$ cat src/rtl/csr_trap_unit.sv
// Machine-mode CSR file and interrupt trap sequencer: 2-flop irq sync, combinational redirect, CSR/FSM updates at the clk edge.
// Redirect (epc_taken/epc) is same-cycle; no backpressure, blocked interrupts stay pending while their level is held.
module csr_trap_unit (
    input  logic        clk,
    input  logic        rst_n,
    input  logic [31:0] pc_out,
    input  logic        br_taken,
    input  logic        j_en,
    input  logic        is_mret,
    input  logic        csr_we,
    input  logic [11:0] csr_addr,
    input  logic [31:0] csr_wdata,
    output logic [31:0] csr_rdata,
    input  logic        ext_irq,
    input  logic        timer_irq,
    output logic [31:0] epc,
    output logic        epc_taken
);

    localparam logic [11:0] ADDR_MSTATUS = 12'h300;
    localparam logic [11:0] ADDR_MIE     = 12'h304;
    localparam logic [11:0] ADDR_MTVEC   = 12'h305;
    localparam logic [11:0] ADDR_MEPC    = 12'h341;
    localparam logic [11:0] ADDR_MCAUSE  = 12'h342;
    localparam logic [11:0] ADDR_MIP     = 12'h344;

    localparam logic [31:0] CAUSE_EXT   = 32'h8000_000B;
    localparam logic [31:0] CAUSE_TIMER = 32'h8000_0007;
    localparam logic [31:0] ALIGN_MASK  = 32'hFFFF_FFFC;

    typedef enum logic {
        RUN     = 1'b0,
        HANDLER = 1'b1
    } state_t;

    state_t      state;
    state_t      state_nxt;

    logic        mstatus_mie;
    logic        mstatus_mpie;
    logic        mie_meie;
    logic        mie_mtie;
    logic [31:0] mtvec;
    logic [31:0] mepc;
    logic [31:0] mcause;

    logic [1:0]  ext_sync;
    logic [1:0]  tim_sync;
    logic        meip;
    logic        mtip;
    logic        ext_hit;
    logic        tim_hit;
    logic        take_irq;

    always_ff @(posedge clk or negedge rst_n) begin
        if (!rst_n) begin
            ext_sync <= 2'b00;
            tim_sync <= 2'b00;
        end else begin
            ext_sync <= {ext_sync[0], ext_irq};
            tim_sync <= {tim_sync[0], timer_irq};
        end
    end

    assign meip    = ext_sync[1];
    assign mtip    = tim_sync[1];
    assign ext_hit = meip & mie_meie;
    assign tim_hit = mtip & mie_mtie;

    // Any redirect, MRET or CSR write in flight defers the trap by a cycle.
    assign take_irq = (state == RUN) & mstatus_mie & (ext_hit | tim_hit)
                    & ~br_taken & ~j_en & ~is_mret & ~csr_we;

    always_ff @(posedge clk or negedge rst_n) begin
        if (!rst_n) begin
            state <= RUN;
        end else begin
            state <= state_nxt;
        end
    end

    always_comb begin
        state_nxt = state;
        if (take_irq) begin
            state_nxt = HANDLER;
        end else if (is_mret) begin
            state_nxt = RUN;
        end
    end

    always_comb begin
        epc_taken = 1'b0;
        epc       = mepc;
        if (take_irq) begin
            epc_taken = 1'b1;
            epc       = mtvec;
        end else if (is_mret) begin
            epc_taken = rst_n;
        end
    end

    always_ff @(posedge clk or negedge rst_n) begin
        if (!rst_n) begin
            mstatus_mie  <= 1'b0;
            mstatus_mpie <= 1'b0;
            mie_meie     <= 1'b0;
            mie_mtie     <= 1'b0;
            mtvec        <= 32'h0;
            mepc         <= 32'h0;
            mcause       <= 32'h0;
        end else if (take_irq) begin
            mepc         <= (pc_out + 32'd4) & ALIGN_MASK;
            mstatus_mpie <= mstatus_mie;
            mstatus_mie  <= 1'b0;
            mcause       <= ext_hit ? CAUSE_EXT : CAUSE_TIMER;
        end else begin
            // MRET owns mstatus this cycle; other CSR writes still land.
            if (is_mret) begin
                mstatus_mie  <= mstatus_mpie;
                mstatus_mpie <= 1'b1;
            end else if (csr_we && csr_addr == ADDR_MSTATUS) begin
                mstatus_mie  <= csr_wdata[3];
                mstatus_mpie <= csr_wdata[7];
            end
            if (csr_we) begin
                case (csr_addr)
                    ADDR_MIE: begin
                        mie_mtie <= csr_wdata[7];
                        mie_meie <= csr_wdata[11];
                    end
                    ADDR_MTVEC:  mtvec  <= csr_wdata & ALIGN_MASK;
                    ADDR_MEPC:   mepc   <= csr_wdata & ALIGN_MASK;
                    ADDR_MCAUSE: mcause <= csr_wdata;
                    default: ;
                endcase
            end
        end
    end

    always_comb begin
        csr_rdata = 32'h0;
        case (csr_addr)
            ADDR_MSTATUS: begin
                csr_rdata[3] = mstatus_mie;
                csr_rdata[7] = mstatus_mpie;
            end
            ADDR_MIE: begin
                csr_rdata[7]  = mie_mtie;
                csr_rdata[11] = mie_meie;
            end
            ADDR_MTVEC:  csr_rdata = mtvec;
            ADDR_MEPC:   csr_rdata = mepc;
            ADDR_MCAUSE: csr_rdata = mcause;
            ADDR_MIP: begin
                csr_rdata[7]  = mtip;
                csr_rdata[11] = meip;
            end
            default: csr_rdata = 32'h0;
        endcase
    end

endmodule
$ cat config.mk
export PLATFORM = sky130hd
export DESIGN_NAME = csr_trap_unit
export DESIGN_NICKNAME = d
export VERILOG_FILES = /design/src/rtl/csr_trap_unit.sv
export SDC_FILE = /design/constraint.sdc
export NUM_CORES = 1
export LEC_CHECK = 0
export CAP_MARGIN = 20
export CORE_MARGIN = 1
export CORE_UTILIZATION = 50
export CTS_CLUSTER_DIAMETER = 120
export DETAILED_ROUTE_END_ITERATION = 7
export GPL_ROUTABILITY_DRIVEN = 0
export GPL_TIMING_DRIVEN = 0
export MAX_ROUTING_LAYER = met4
export PLACE_DENSITY = 0.87
export SLEW_MARGIN = 20
export SYNTH_ARGS = -nofsm -noshare
export SYNTH_HDL_FRONTEND = slang
export SYNTH_SLANG_ARGS = --single-unit
$ cat constraint.sdc
create_clock -name clk -period 6.5 [get_ports clk]
set_input_delay 1.625 -clock clk [delete_from_list [all_inputs] [get_ports clk]]
set_output_delay 1.625 -clock clk [all_outputs]
set_load 0.005 [all_outputs]
==> results of run 1 <==
cell families (layout without fill, tap and decap cells):
logic type | count (synthesis) | after routing | share of synthesized area (%)
AOI/OAI and AO/OA | 158 | 158 | 20.41
other | 1 | 2 | 0.06327
DFF | 101 | 101 | 42.64
muxes | 68 | 68 | 12.14
adders and majority gates | 1 | 1 | 0.2111
and+or+nand+nor | 175 | 175 | 16.34
xor gates and xnor gates | 13 | 13 | 1.921
buffers and inverters | 85 | 243 | 6.270
state kept, by name, indices dropped and copies added (netlist names):
register      cells
mstatus_mie       1
mcause           32
mstatus_mpie      1
ext_sync          2
tim_sync          2
mie_mtie          1
mtvec            30
state             1
mepc             30
mie_meie          1
how the worst max path moves through the flow:
| stage | slack [ns] | cells past startpoint | startpoint | endpoint |
|---|---|---|---|---|
| 3_5_place_dp | -0.09 | 7 | csr_addr[8] | csr_rdata[30] |
| 2_1_floorplan | 1.72 | 7 | csr_addr[5] | csr_rdata[13] |
| 5_1_grt | 0.04 | 7 | csr_addr[8] | csr_rdata[30] |
| 3_3_place_gp | -1.33 | 4 | rst_n | epc_taken |
| 4_1_cts | 0.13 | 7 | csr_addr[8] | csr_rdata[30] |
| 6_report | 0.05 | 7 | csr_addr[8] | csr_rdata[30] |
metrics by stage:
stage / util, % / hold slack [ns]
after CTS: 68.38 / 0.3511
after global routing: 68.38 / 0.3623
after detailed placement: 65.84 / 0.3358
final: 68.38 / 0.3547
after global placement: 65.59 / 0.3350
after floorplan: - / 0.3312
layout by cell type, fill, tap and decap left out, types with 17 or more instances in the layout:
master / instances
clkdlybuf4s50_1: 140
dfrtp_1: 101
nand2_1: 60
mux2i_1: 37
o21ai_0: 36
inv_1: 35
nor3_1: 31
mux2_1: 31
clkbuf_1: 30
a22o_1: 29
a221o_1: 28
a211oi_1: 17
routing by layer:
layer | vias to the layer above | global-route usage, % | routed length, µm
li1 | 2588 | - | -
met1 | 2952 | 44.03 | 7687
met2 | 534 | 53.46 | 9574
met3 | 120 | 8.529 | 2586
met4 | 0 | 18.67 | 1013
met5 | - | - | 0
worst max-delay path: stages:
cell and delay, ns:
clkdlybuf4s50_1 0.47, nor4bb_1 0.57, nand2_1 0.23, nor3_2 0.67, clkbuf_2 0.47, a221o_1 0.27, clkdlybuf4s50_1 0.52
where the power goes:
group / total (mW) / internal (mW) / switching [mW] / leakage [nW]
Sequential: 0.637 / 0.633 / 0.00395 / 1.38
Combinational: 0.140 / 0.0651 / 0.0751 / 1.70
Clock: 0.531 / 0.292 / 0.239 / 0.139
Total: 1.31 / 0.991 / 0.318 / 3.22
cell type report:
cell class	instances	area share, %
Clock buffer	14	3.494
Multi-Input combinational cell	417	38.66
Tap cell	143	2.282
Sequential cell	101	32.23
Inverter	36	1.723
Clock inverter	2	0.2074
Buffer	49	3.032
Timing Repair Buffer	142	18.37
==> flow_summary.ini, run 1 <==
[clock_network]
cts_hold_buffers = 0
htreeDepth = 3
numClockSinks = 101
clk_latency_ns = 0.36
clockRootBuffer = clkbuf_16
path_clk_slew_ns = 0.06
clockBufferDepth = 2
cts_buffers = 9
post_cts_buffers = 0
cts-resized-gates = 1
cts_tree = built

[finish]
multiInputGateArea_um2 = 3032
fill_cells = 870
design_area_um2 = 7841
area_delta_synth_final_pct = 32.30
antennaDiodeCount = 0
drive_gt1_share_pct = 5.388
instances_no_fill = 904
register_area_um2 = 2527
nets = 841

[setup_path]
crit_path_end_kind = primary output
arrival_ns = 4.82
ff2ff_path_depth = 6
required_ns = 4.88
critical_path_class = in -> out
worst_r2r_startpoint = state$_DFFE_PN0P_
critPathMaxFanout = 10
regToRegSetupSlack_ns = 3.74
reg2reg_to = mepc[27]$_DFFE_PN0P_
start_kind = input pin

[power]
powerDensity_nw_per_um2 = 166.9
leakagePower_nw = 3.221
vdd_drop_max_mv = 0.1081
power_mw = 1.309

[drt]
via_per_inst = 6.852
ant_nets = 0
drc_errors = 0
wire_per_inst_um = 23.08
first_pass_iters = 6
vias = 6194
drtIter0Drc = 881
finalWirelength_um = 20860

[worst_hold_path]
hold_start = ext_sync[0]$_DFF_PN0_
holdPathEnd = ext_sync[1]$_DFF_PN0_
hold_path_class = reg -> reg
holdPathStages = 0

[synthesis]
synth-seq-cells = 101
syn_inst = 602
synthFlopType = dfrtp_1
avgSynthCellArea_um2 = 9.845
ys_top_cells_by_count = 101 x dfrtp_1, 60 x nand2_1, 37 x mux2i_1
synth_top_area_cell = dfrtp_1
ys_async_sr_fraction_pct = 100.0
yosysMostFrequentCell = dfrtp_1
ys_seq_area_share_pct = 42.64
synth_area_um2 = 5927
synthTopCellsByArea = dfrtp_1 43%, mux2i_1 6.2%, mux2_1 5.9%
synth-edff-count = 0
ys.warnings.count = 0
synth_cell_types = 53
netlist.area_leader.share_pct = 42.64

[global_route]
first_global_vias = 6250
antenna_found_initial = 0
grt_usage_pct = 35.36
grt_overflow = 0
grt_pass1_wl_um = 32800
grt_start_max_net_pins = 65

[sta]
fmax_ghz = 0.1551
rsz0062_at_grt = no
max_slew_margin_pct = 41.92
hold_viol_final = 0
clock_skew_ns = 0.006694
slew_violations = 0
worstMarginPinSlew_ns = 0.8712
fin_ws_ns = 0.05304
setup_violations = 0
fin_crit_sh_pct = 99.18
finalSetupTns_ns = 0
period_minus_slack_ns = 6.447

[floorplanning]
dieArea_um2 = 12290
rows = 39
die_h_um = 110.9
start_util_pct = 51.69
io_pins = 149
coreArea_um2 = 11470
die_w_um = 110.9

[flow_run]
maxCapViolCount = 0

[placed_design]
numPortBuffers = 141
dp.final_hpwl_um = 14680
placed_cell_area_um2 = 7550
pre_cts_slack_ns = -0.09051
dp_cells = 888

[run_status]
status = finished clean
Note: power is estimated with default switching activity, not from simulation.
==> run 2, diff against run 1 <==
Settings changed: ABC_AREA set to 1, CELL_PAD_IN_SITES_DETAIL_PLACEMENT set to 1, CELL_PAD_IN_SITES_GLOBAL_PLACEMENT set to 1, CORE_UTILIZATION 50 to 38, PLACE_DENSITY 0.87 to 0.92.
==> flow_summary.ini, run 2 <==
[setup_path]
crit_path_end_kind = primary output
arrival_ns = 4.22
slowest_delay_ns = 0.57
cp-endpoint = csr_rdata[10]
critical_path_class = in -> out
ff2ff_path_depth = 9
reg2reg_to = mepc[4]$_DFFE_PN0P_
worst_r2r_startpoint = ext_sync[1]$_DFF_PN0_
critPathMaxFanout = 10
worstPathCellList = clkdlybuf4s50_1, nand2_1, nor2_4, nor3b_4, buf_2, nand2_1, o211ai_1, clkdlybuf4s50_1
start_kind = input pin
required_ns = 4.88
critPathSlowestCell = clkdlybuf4s50_1
startpoint = csr_addr[0]
regToRegSetupSlack_ns = 4.59

[clock_network]
cts_tree = built
clockRootBuffer = clkbuf_16
cts_buffers = 9
clockBufferDepth = 2
clk_latency_ns = 0.36
numClockSinks = 101
cts_hold_buffers = 0
post_cts_buffers = 0
htreeDepth = 3
cts-resized-gates = 0
path_clk_slew_ns = 0.07

[sta]
fin_crit_sh_pct = 89.99
clock_skew_ns = 0.006498
hold_viol_final = 0
finalSetupTns_ns = 0
max_slew_margin_pct = 43.93
period_minus_slack_ns = 5.849
slew_violations = 0
rsz0062_at_grt = no
timing.hold.ws_ns = 0.3780
setup_violations = 0
fin_ws_ns = 0.6506
worstMarginPinSlew_ns = 0.8380
fmax_ghz = 0.1710

[finish]
top_regs = mcause x32, mepc x30, mtvec x30
antennaDiodeCount = 0
area_delta_synth_final_pct = 32.54
nets = 1157
layout_common_cells = 303 x nand2_1, 142 x clkdlybuf4s50_1, 131 x nand3_1
largest_register_ffs = 32
top_register = mcause
instances_no_fill = 1293
drive_gt1_share_pct = 7.521
final_common_cell = nand2_1
fill_cells = 2116

[run_status]
status = finished clean

[floorplanning]
coreArea_um2 = 16000
io_pins = 149
rows = 46
die_h_um = 130.5
die_w_um = 130.5
start_util_pct = 39.22
dieArea_um2 = 17030

[global_route]
grt_overflow = 0
first_global_vias = 7564
grt_pass1_wl_um = 42010
grt_usage_pct = 34.26
grt_start_max_net_pins = 63
antenna_found_initial = 0

[power]
leakagePower_nw = 3.908
vdd_drop_max_mv = 0.1261
power_mw = 1.377
powerDensity_nw_per_um2 = 165.5

[placed_design]
dp.final_hpwl_um = 19670
numPortBuffers = 143
pre_cts_slack_ns = 0.7146
dp_cells = 1277

[synthesis]
synth_area_um2 = 6275
synthTopCellsByArea = dfrtp_1 40%, nand2_1 18%, nand3_1 10%
synth-edff-count = 0
synth_cell_types = 35
ys_top_cells_by_count = 303 x nand2_1, 131 x nand3_1, 101 x dfrtp_1
ys_seq_area_share_pct = 40.28
ys_async_sr_fraction_pct = 100.0
synth_top_area_cell = dfrtp_1
synthFlopType = dfrtp_1
syn_inst = 916
netlist.area_leader.share_pct = 40.28
avgSynthCellArea_um2 = 6.850
yosysMostFrequentCell = nand2_1
synth-seq-cells = 101
ys.warnings.count = 0

[drt]
drtIter0Drc = 663
drc_errors = 0
finalWirelength_um = 27020
first_pass_iters = 5
vias = 7379
ant_nets = 0
via_per_inst = 5.707
wire_per_inst_um = 20.89

[flow_run]
maxCapViolCount = 0

[worst_hold_path]
hold_path_class = reg -> reg
-- run 2: cells by family (layout without fill, tap and decap cells) --
kind of cell	Yosys count	after routing	synth area share, %
flip-flops	101	101	40.28
AND/OR/NAND/NOR	570	570	40.18
XOR/XNOR	4	4	0.5584
AO/OA/AOI/OAI	109	109	9.890
adder cells (fa/ha/maj)	1	1	0.1994
buffers and inverters	130	290	8.833
other	1	2	0.05976
-- run 2: layout make-up --
type                            instances  area, µm²  share of cell area, %
Tap cell                              216      270.3                  3.250
Clock inverter                          7      90.09                  1.083
Buffer                                 48      245.2                  2.949
Clock buffer                            9      225.2                  2.708
Inverter                               82      309.0                  3.716
Sequential cell                       101       2527                  30.39
Timing Repair Buffer                  144       1453                  17.47
Multi-Input combinational cell        686       3197                  38.44
-- run 2: power breakdown --
group	internal [mW]	leakage, nW	switching [mW]
clock network	0.336	0.151	0.257
logic	0.0646	2.50	0.0827
registers	0.633	1.26	0.00380
total	1.03	3.91	0.343
-- run 2: metrics by stage --
stage | area, µm² | util, %
after CTS | 8317 | 51.98
after global placement | 7980 | 49.87
after global routing | 8317 | 51.98
after floorplan | 6279 | -
after detailed placement | 8001 | 50.01
final | 8317 | 51.98
-- run 2: per-layer routing --
layer  vias up  wire (µm)  GRT usage, %
li1       3284          -             -
met1      3592      10860         41.70
met2       414      12950         55.15
met3        89       2002         5.700
met4         0       1202         16.90
met5         -          0             -
-- run 2: worst max-delay path, delay by kind of cell --
kind                   cells  cell delay [ns]
buffers and inverters      3             1.48
and+or+nand+nor            4             0.93
AOI/OAI and AO/OA          1             0.17
-- run 2: worst min path at each step --
stage	startpoint	to	slack, ns	cells after the start
floorplan	ext_sync[0]$_DFF_PN0_	ext_sync[1]$_DFF_PN0_	0.33	0
global placement	ext_sync[0]$_DFF_PN0_	ext_sync[1]$_DFF_PN0_	0.34	0
detailed placement	tim_sync[0]$_DFF_PN0_	tim_sync[1]$_DFF_PN0_	0.35	0
CTS	ext_sync[0]$_DFF_PN0_	ext_sync[1]$_DFF_PN0_	0.38	0
global route	ext_sync[0]$_DFF_PN0_	ext_sync[1]$_DFF_PN0_	0.40	0
finish	ext_sync[0]$_DFF_PN0_	ext_sync[1]$_DFF_PN0_	0.38	0
